**src/rtl/inst_encoder_loader.sv**
```systemverilog
// Instruction encoder and loader: packs decoded field bundles into 16-bit
// instruction words and writes them to consecutive instruction memory
// addresses, rejecting opcodes the decoder does not implement.
module inst_encoder_loader #(
    parameter int ADDR_W    = 8,
    parameter int BASE_ADDR = 0,
    parameter int DEPTH     = 256
) (
    input  logic              clk,
    input  logic              rst_n,
    input  logic              start,
    input  logic              in_valid,
    output logic              in_ready,
    input  logic [3:0]        in_op,
    input  logic [3:0]        in_rd,
    input  logic [3:0]        in_rs,
    input  logic [3:0]        in_rt,
    input  logic              in_last,
    output logic              imem_wen,
    output logic [ADDR_W-1:0] imem_addr,
    output logic [15:0]       imem_wdata,
    output logic [ADDR_W:0]   count,
    output logic              err,
    output logic [3:0]        err_op,
    output logic              full,
    output logic              done
);

    // Highest implemented opcode (BEQ); everything above it is illegal.
    localparam logic [3:0]        OP_MAX    = 4'b1010;
    localparam logic [ADDR_W-1:0] FIRST_ADDR = ADDR_W'(BASE_ADDR);
    localparam logic [ADDR_W-1:0] LAST_ADDR  = ADDR_W'(BASE_ADDR + DEPTH - 1);

    typedef enum logic [1:0] {
        S_IDLE  = 2'd0,
        S_LOAD  = 2'd1,
        S_WRITE = 2'd2,
        S_DONE  = 2'd3
    } state_t;

    state_t              state_reg, state_next;
    logic [ADDR_W-1:0]   addr_reg, addr_next;
    logic                last_reg, last_next;
    logic [ADDR_W:0]     count_reg, count_next;
    logic                err_reg, err_next;
    logic [3:0]          err_op_reg, err_op_next;
    logic                full_reg, full_next;
    logic                done_reg, done_next;
    logic                wen_reg, wen_next;
    logic [ADDR_W-1:0]   waddr_reg, waddr_next;
    logic [15:0]         wdata_reg, wdata_next;

    logic                op_legal;
    logic [15:0]         word_packed;

    assign op_legal    = (in_op <= OP_MAX);
    // Field placement is identical for every legal opcode.
    assign word_packed = {in_op, in_rd, in_rs, in_rt};

    // State and registered outputs; reset aborts any write in progress.
    always_ff @(posedge clk or negedge rst_n) begin
        if (!rst_n) begin
            state_reg  <= S_IDLE;
            addr_reg   <= '0;
            last_reg   <= 1'b0;
            count_reg  <= '0;
            err_reg    <= 1'b0;
            err_op_reg <= 4'd0;
            full_reg   <= 1'b0;
            done_reg   <= 1'b0;
            wen_reg    <= 1'b0;
            waddr_reg  <= '0;
            wdata_reg  <= 16'd0;
        end else begin
            state_reg  <= state_next;
            addr_reg   <= addr_next;
            last_reg   <= last_next;
            count_reg  <= count_next;
            err_reg    <= err_next;
            err_op_reg <= err_op_next;
            full_reg   <= full_next;
            done_reg   <= done_next;
            wen_reg    <= wen_next;
            waddr_reg  <= waddr_next;
            wdata_reg  <= wdata_next;
        end
    end

    // Next-state and next-output decode; write port holds its last value
    // whenever no write is issued.
    always_comb begin
        state_next  = state_reg;
        addr_next   = addr_reg;
        last_next   = last_reg;
        count_next  = count_reg;
        err_next    = err_reg;
        err_op_next = err_op_reg;
        full_next   = full_reg;
        done_next   = done_reg;
        wen_next    = 1'b0;
        waddr_next  = waddr_reg;
        wdata_next  = wdata_reg;
        in_ready    = (state_reg == S_LOAD);

        case (state_reg)
            S_IDLE, S_DONE: begin
                if (start) begin
                    state_next  = S_LOAD;
                    addr_next   = FIRST_ADDR;
                    count_next  = '0;
                    err_next    = 1'b0;
                    err_op_next = 4'd0;
                    full_next   = 1'b0;
                    done_next   = 1'b0;
                end
            end
            S_LOAD: begin
                if (in_valid) begin
                    if (op_legal) begin
                        last_next  = in_last;
                        wen_next   = 1'b1;
                        waddr_next = addr_reg;
                        wdata_next = word_packed;
                        state_next = S_WRITE;
                    end else begin
                        // Only the first rejected opcode of a session is kept.
                        err_next = 1'b1;
                        if (!err_reg) begin
                            err_op_next = in_op;
                        end
                        if (in_last) begin
                            done_next  = 1'b1;
                            state_next = S_DONE;
                        end
                    end
                end
            end
            S_WRITE: begin
                count_next = count_reg + 1'b1;
                addr_next  = addr_reg + 1'b1;
                // Running out of space ends the session even mid-program.
                if (addr_reg == LAST_ADDR) begin
                    full_next  = 1'b1;
                    done_next  = 1'b1;
                    state_next = S_DONE;
                end else if (last_reg) begin
                    done_next  = 1'b1;
                    state_next = S_DONE;
                end else begin
                    state_next = S_LOAD;
                end
            end
            default: state_next = S_IDLE;
        endcase
    end

    assign imem_wen   = wen_reg;
    assign imem_addr  = waddr_reg;
    assign imem_wdata = wdata_reg;
    assign count      = count_reg;
    assign err        = err_reg;
    assign err_op     = err_op_reg;
    assign full       = full_reg;
    assign done       = done_reg;

endmodule

```
**config.mk**
```make
export PLATFORM = sky130hd
export DESIGN_NAME = inst_encoder_loader
export DESIGN_NICKNAME = d
export VERILOG_FILES = /design/src/rtl/inst_encoder_loader.sv
export SDC_FILE = /design/constraint.sdc
export NUM_CORES = 1
export LEC_CHECK = 0
export CORE_ASPECT_RATIO = 1.75
export CORE_MARGIN = 1.5
export CORE_UTILIZATION = 36
export DETAILED_ROUTE_END_ITERATION = 8
export HOLD_SLACK_MARGIN = 0.06
export PLACE_DENSITY = 0.7
export REMOVE_ABC_BUFFERS = 1
export SYNTH_ARGS = -nofsm -noshare
export SYNTH_HDL_FRONTEND = slang
export SYNTH_SLANG_ARGS = --single-unit
```
**constraint.sdc**
```tcl
create_clock -name clk -period 2.3 [get_ports clk]
set_clock_uncertainty 0.1 [all_clocks]
set_input_delay 0.46 -clock clk [delete_from_list [all_inputs] [get_ports clk]]
set_output_delay 0.46 -clock clk [all_outputs]
set_load 0.02 [all_outputs]
```
==> results of run 1 <==
-- area by class of cell --
cell class	instances	area [sq um]	share of cell area
sequential	52	1300	0.405
timing repair buffer	70	703	0.219
clock inverter	3	42.5	0.0133
tap	80	100	0.0312
multi-input combinational	126	942	0.293
clock buffer	5	68.8	0.0214
inverter	14	52.6	0.0164
-- logic make-up (layout without fill, tap and decap cells) --
kind of cell / Yosys count / count (layout) / share of synthesized area
flops: 52 / 52 / 0.556
compound gates: 24 / 24 / 0.0738
xor+xnor: 9 / 9 / 0.0337
buf+inv: 21 / 92 / 0.0412
simple gates: 56 / 56 / 0.118
fa+ha+maj: 4 / 4 / 0.0214
mux: 33 / 33 / 0.156
-- worst min-delay path by stage --
stage,end,cells past startpoint,start,slack [ps]
4_1_cts,imem_wdata[0]$_DFFE_PN0P_,1,imem_wdata[0]$_DFFE_PN0P_,410
5_1_grt,imem_wdata[13]$_DFFE_PN0P_,1,imem_wdata[13]$_DFFE_PN0P_,420
3_3_place_gp,imem_wdata[7]$_DFFE_PN0P_,1,rst_n,360
2_1_floorplan,addr_reg[0]$_DFFE_PN0P_,0,rst_n,60
3_5_place_dp,imem_wdata[10]$_DFFE_PN0P_,1,rst_n,360
6_report,imem_wdata[13]$_DFFE_PN0P_,1,imem_wdata[13]$_DFFE_PN0P_,410
-- where the power goes --
part           internal (mW)  switching (mW)  total (mW)  leakage (nW)
Combinational          0.878           0.865        1.74         0.698
Clock                  0.322           0.298       0.620        0.0541
Sequential              1.17           0.146        1.32         0.674
-- synthesized netlist by cell type, types with 2 or more instances --
cell type  instances  area (sq um)
nand3_1            7          35.0
a21o_1             2          15.0
nor4_1             2          12.5
a21oi_1            6          30.0
nor3_1             9          45.0
o21ai_0            5          25.0
nand4_1            3          18.8
a22o_1             5          43.8
ha_1               4          50.1
mux2_2            27           304
inv_1             14          52.6
nor2_1            15          56.3
nand2_1           12          45.0
mux2i_1            6          60.1
dfrtp_1           52          1300
xnor2_1            9          78.8
buf_2              5          25.0
nand2b_1           2          12.5
-- routing by layer --
layer	vias up	GRT usage	wire (microns)
li1	828	-	-
met1	858	0.154	1880
met2	55	0.269	2630
met3	9	0.0389	236
met4	0	0.0699	117
met5	-	0	0
-- worst max-delay path: stages, from the launching register on --
cell             delay (ps)
dfrtp_1                 410
inv_1                    60
ha_1                    150
clkdlybuf4s50_1         610
-- metrics by stage --
step	power [mW]	setup slack [ps]	area [sq um]	TNS, ps	hold slack, ps
after CTS	3.71	178	3210	0	413
after floorplan	2.32	-137	2300	-858	64.4
after global routing	3.90	93.6	3210	0	420
after detailed placement	3.09	148	3090	0	361
after global placement	3.05	176	3090	0	357
final	3.68	193	3210	0	409
-- timing repair --
item                                    in CTS  in global routing
hold buffers                                 1                  0
endpoints found under the setup margin       0                  0
buffers inserted                             0                  0
hold endpoints to repair                    22                  0
==> flow_summary_export.csv, run 1 <==
group,metric,value,unit
finish,area_growth,37.2,%
clock_tree,clock_path_buffers,2,
finish,largest_register_ffs,16,
floorplan,die_w,63.9,microns
status,status,"completed",
setup_path,reg2regPathDepth,6,
place,place_congestion,0.740,
finish,fill_cells,552,
synthesis,synth_cell_types,32,
finish,fin_cells,350,
synthesis,synth-seq-area-share,0.556,
clock_tree,post_cts_resized,0,
routing,dr.first_iter.drc_count,62,
timing,hold_viol,0,
run,cap_violations,0,
finish,nNetsFinal,294,
synthesis,synth_cells,199,
power,p_leak,1.43,nW
synthesis,syn_area,0.00234,sq mm
setup_path,end_kind,"output pin",
timing,rsz0062_at_grt,"no",
setup_path,crit_arrival,1550,ps
clock_tree,htreeDepth,2,
floorplan,core_area,0.00623,sq mm
floorplan,die_h,110,microns
power,ir_drop,332,uV
setup_path,r2r-start,"state_reg[0]$_DFFE_PN0P_",
worst_hold_path,hp-class,"flop to flop",
clock_tree,root_buffer,"clkbuf_8",
floorplan,io_pins,63,
timing,relSlewSlack,0.603,
timing,slew_viol_final,0,
clock_tree,cts_made_buffers,5,
timing,max_freq,0.475,GHz
place,dp_hpwl,3600,microns
synthesis,yosys_warnings,0,
setup_path,endpoint,"in_ready",
routing,wl_per_cell,13.9,microns
clock_tree,cts_tree,"built",
timing,worst_slew_pin_slew,594,ps
routing,drtAntennaViolNets,0,
global_routing,grt_max_degree,27,
synthesis,synth_ff_type,"dfrtp_1",
place,placed_cells,341,
floorplan,start_util,0.376,
clock_tree,cts.sinks,52,
global_routing,gr-total-overflow,0,
global_routing,grt_pass1_vias,1726,
clock_tree,clkLatencyLatePin,310,ps
finish,final_util,0.515,
routing,drc_errors,0,
setup_path,r2r-end,"done$_DFFE_PN0P_",
clock_tree,path_clk_slew,90,ps
global_routing,antenna_found_initial,0,
routing,dr.pass1.iters,4,
setup_path,crit_start,"state_reg[1]$_DFFE_PN0P_",
timing,fin_crit_sh,0.916,
global_routing,grt_pass1_wl,7940,microns
finish,final_cell_mix,"clkdlybuf4s50_1 (61), dfrtp_1 (52), mux2_2 (27), nor2_1 (15), inv_1 (14)",
synthesis,ys_seq_elements,52,
setup_path,worstSetupPathType,"flop to output pin",
power,p_per_area,1150,mW/mm^2
routing,via_count,1750,
place,port_buffers,62,
setup_path,worstPathMaxFanout,3,
floorplan,row_count,38,
finish,drive_gt1_frac,0.174,
setup_path,worst_ep_required_time,1740,ps
finish,diodes,0,
routing,via_per_inst,5.00,
routing,wirelength,4870,microns
global_routing,track_usage,0.147,
setup_path,critPathLaunchType,"flop",
setup_path,reg2reg_slack,240,ps
synthesis,synth_edf_count,0,
floorplan,die_area,0.00701,sq mm
synthesis,ys_async_sr_fraction,1.00,
synthesis,avgSynthCellArea,11.8,sq um
timing,finalSetupViolations,0,
finish,final_common_cell,"clkdlybuf4s50_1",
timing,min_period,2110,ps
Note: power is estimated with default switching activity, not from simulation.
==> run 2: changes to the inputs <==
--- a/config.mk
+++ b/config.mk
@@ -8,6 +8,7 @@
 export CORE_ASPECT_RATIO = 1.75
 export CORE_MARGIN = 1.5
 export CORE_UTILIZATION = 36
+export CTS_BUF_LIST = sky130_fd_sc_hd__clkbuf_4 sky130_fd_sc_hd__clkbuf_8
 export DETAILED_ROUTE_END_ITERATION = 8
 export HOLD_SLACK_MARGIN = 0.06
 export PLACE_DENSITY = 0.7
==> constraint.sdc (replaced) <==
create_clock -name clk -period 2.1 [get_ports clk]
set_clock_uncertainty 0.1 [all_clocks]
set_input_delay 0.42 -clock clk [delete_from_list [all_inputs] [get_ports clk]]
set_output_delay 0.42 -clock clk [all_outputs]
set_load 0.02 [all_outputs]
==> run 2 against run 1 <==
Via count is 0.46% higher. Total power up 7.9%. Sequential power grew 9.8%. Largest power group unchanged.
==> flow_summary_export.csv, run 2 (synthesis gave the netlist of run 1 again) <==
group,metric,value,unit
timing,worst_slew_pin_slew,555,ps
clock_tree,cts.sinks,52,
global_routing,track_usage,0.146,
place,place_ws,-89.9,ps
setup_path,reg2regPathDepth,8,
routing,wl_per_cell,13.3,microns
timing,fin_crit_sh,0.943,
global_routing,antenna_found_initial,0,
global_routing,gr-total-overflow,0,
power,p_leak,1.45,nW
power,seqPwrFrac,0.364,
setup_path,r2r-end,"count[8]$_DFFE_PN0P_",
worst_hold_path,min_to,"imem_wdata[0]$_DFFE_PN0P_",
floorplan,io_pins,63,
floorplan,die_area,0.00701,sq mm
timing,max_freq,0.505,GHz
global_routing,grt_max_degree,53,
power,internal-power,2.52,mW
worst_hold_path,min_from,"imem_wdata[0]$_DFFE_PN0P_",
floorplan,row_count,38,
routing,dr.first_iter.drc_count,73,
clock_tree,root_buffer,"clkbuf_8",
routing,drtAntennaViolNets,0,
clock_tree,clkLatencyLatePin,300,ps
finish,final_cell_mix,"clkdlybuf4s50_1 (60), dfrtp_1 (52), mux2_2 (27), inv_1 (14), nor2_1 (14)",
setup_path,r2r-start,"state_reg[0]$_DFFE_PN0P_",
floorplan,start_util,0.376,
finish,nNetsFinal,299,
clock_tree,htreeDepth,2,
run,cap_violations,0,
place,place_congestion,0.772,
place,port_buffers,62,
setup_path,worstSetupPathType,"flop to flop",
global_routing,grt_pass1_vias,1771,
floorplan,die_w,63.9,microns
clock_tree,path_clk_slew,100,ps
routing,via_count,1758,
power,p_clk_frac,0.149,
setup_path,worst_ep_required_time,2190,ps
place,placed_cells,346,
finish,diodes,0,
timing,rsz0062_at_grt,"no",
power,finalPower,3.97,mW
power,ir_drop,457,uV
power,switchingPower,1.45,mW
worst_hold_path,hp-class,"flop to flop",
setup_path,crit_arrival,2070,ps
finish,largest_register_ffs,16,
finish,drive_gt1_frac,0.193,
floorplan,die_h,110,microns
routing,wirelength,4730,microns
setup_path,worstPathMaxFanout,12,
global_routing,grt_pass1_wl,8020,microns
timing,finalSetupViolations,0,
clock_tree,clock_path_buffers,2,
timing,hold_viol,0,
clock_tree,post_cts.repair.setup_buffers,0,
timing,min_period,1980,ps
timing,relSlewSlack,0.630,
finish,fin_cells,355,
place,placed_area,0.00313,sq mm
finish,final_common_cell,"clkdlybuf4s50_1",
setup_path,reg2reg_slack,120,ps
finish,fill_cells,563,
finish,area_growth,38.3,%
floorplan,core_area,0.00623,sq mm
routing,drc_errors,0,
place,dp_hpwl,3460,microns
setup_path,end_kind,"flop",
worst_hold_path,hold_depth,1,
routing,via_per_inst,4.95,
clock_tree,cts_tree,"built",
setup_path,critPathLaunchType,"flop",
routing,dr.pass1.iters,4,
clock_tree,cts_made_buffers,5,
timing,setup_ws,119,ps
finish,postLayoutCellArea,0.00324,sq mm
power,switching_share,0.366,
power,power.share.combinational,0.487,
timing,slew_viol_final,0,
status,status,"completed",
power,p_per_area,1230,mW/mm^2
==> run 2: cell count changes in the layout (fill, tap and decap cells not counted) <==
| cell | previous run | this run |
|---|---|---|
| buf_4 | 5 | 10 |
| bufinv_16 | 1 | 0 |
| clkdlybuf4s50_1 | 61 | 60 |
| clkinv_2 | 1 | 0 |
| dlymetal6s2s_1 | 0 | 1 |
| inv_6 | 0 | 2 |
| nor2_1 | 15 | 14 |
| nor2_2 | 0 | 1 |
==> run 2: worst max-delay path by stage <==
stage,startpoint,to,slack [ps],depth (start not counted)
floorplan,state_reg[0]$_DFFE_PN0P_,addr_reg[2]$_DFFE_PN0P_,-340,6
global placement,start,count[8]$_DFFE_PN0P_,-70,7
detailed placement,start,count[8]$_DFFE_PN0P_,-90,7
CTS,state_reg[1]$_DFFE_PN0P_,in_ready,40,3
global route,state_reg[0]$_DFFE_PN0P_,count[8]$_DFFE_PN0P_,20,8
finish,state_reg[0]$_DFFE_PN0P_,count[8]$_DFFE_PN0P_,120,8
==> run 2: metrics by stage <==
stage / hold WS [ps] / utilization / setup TNS [ps]
floorplan: 24.4 / - / -3600
global placement: 333 / 0.502 / -73.9
detailed placement: 331 / 0.502 / -89.9
CTS: 416 / 0.519 / 0
global route: 431 / 0.519 / 0
finish: 412 / 0.519 / 0
==> run 2: critical path, stage by stage (launching register included) <==
cell and delay, ps:
dfrtp_1 360, inv_1 60, ha_1 330, mux2i_1 130
buf_4 180, nor4_1 370, buf_4 180, xnor2_1 100
nor2_1 50
==> run 2: cell type report <==
class | instances | area (sq um) | share of cell area
Inverter | 14 | 52.6 | 0.0162
Tap cell | 80 | 100 | 0.0309
Sequential cell | 52 | 1300 | 0.402
Timing Repair Buffer | 75 | 743 | 0.230
Clock inverter | 3 | 25.0 | 0.00773
Clock buffer | 5 | 68.8 | 0.0213
Multi-Input combinational cell | 126 | 945 | 0.292
==> run 2: power by group through the flow <==
stage                     sequential [mW]  combinational, mW  clock [mW]
after global routing                 1.49               2.11       0.662
after detailed placement             1.47               1.95           0
final                                1.45               1.94       0.591
after CTS                            1.45               1.96       0.610
after floorplan                      1.74              0.799           0
after global placement               1.46               1.92           0
==> run 2: what timing repair did <==
| item | in CTS | in global routing |
|---|---|---|
| gates resized for setup | 0 | 2 |
| setup endpoints to repair | 0 | 2 |
| hold buffers | 1 | 0 |
| hold endpoints to repair | 52 | 0 |
==> run 2: metal layers <==
metal,GRT usage,vias to the layer above,share of wire
li1,-,839,-
met1,0.165,862,0.41
met2,0.264,48,0.53
met3,0.0307,9,0.048
met4,0.0606,0,0.022
met5,0,-,0
==> run 3: changes to the inputs <==
--- a/config.mk
+++ b/config.mk
@@ -8,7 +8,7 @@
 export CORE_ASPECT_RATIO = 1.75
 export CORE_MARGIN = 1.5
 export CORE_UTILIZATION = 36
-export CTS_BUF_LIST = sky130_fd_sc_hd__clkbuf_4 sky130_fd_sc_hd__clkbuf_8
+export CTS_BUF_LIST = sky130_fd_sc_hd__clkbuf_4 sky130_fd_sc_hd__clkbuf_8 sky130_fd_sc_hd__clkbuf_16
 export DETAILED_ROUTE_END_ITERATION = 8
 export HOLD_SLACK_MARGIN = 0.06
 export PLACE_DENSITY = 0.7
==> results of run 3 <==
No change in the layout: final DEF, timing and power equal those of run 2.
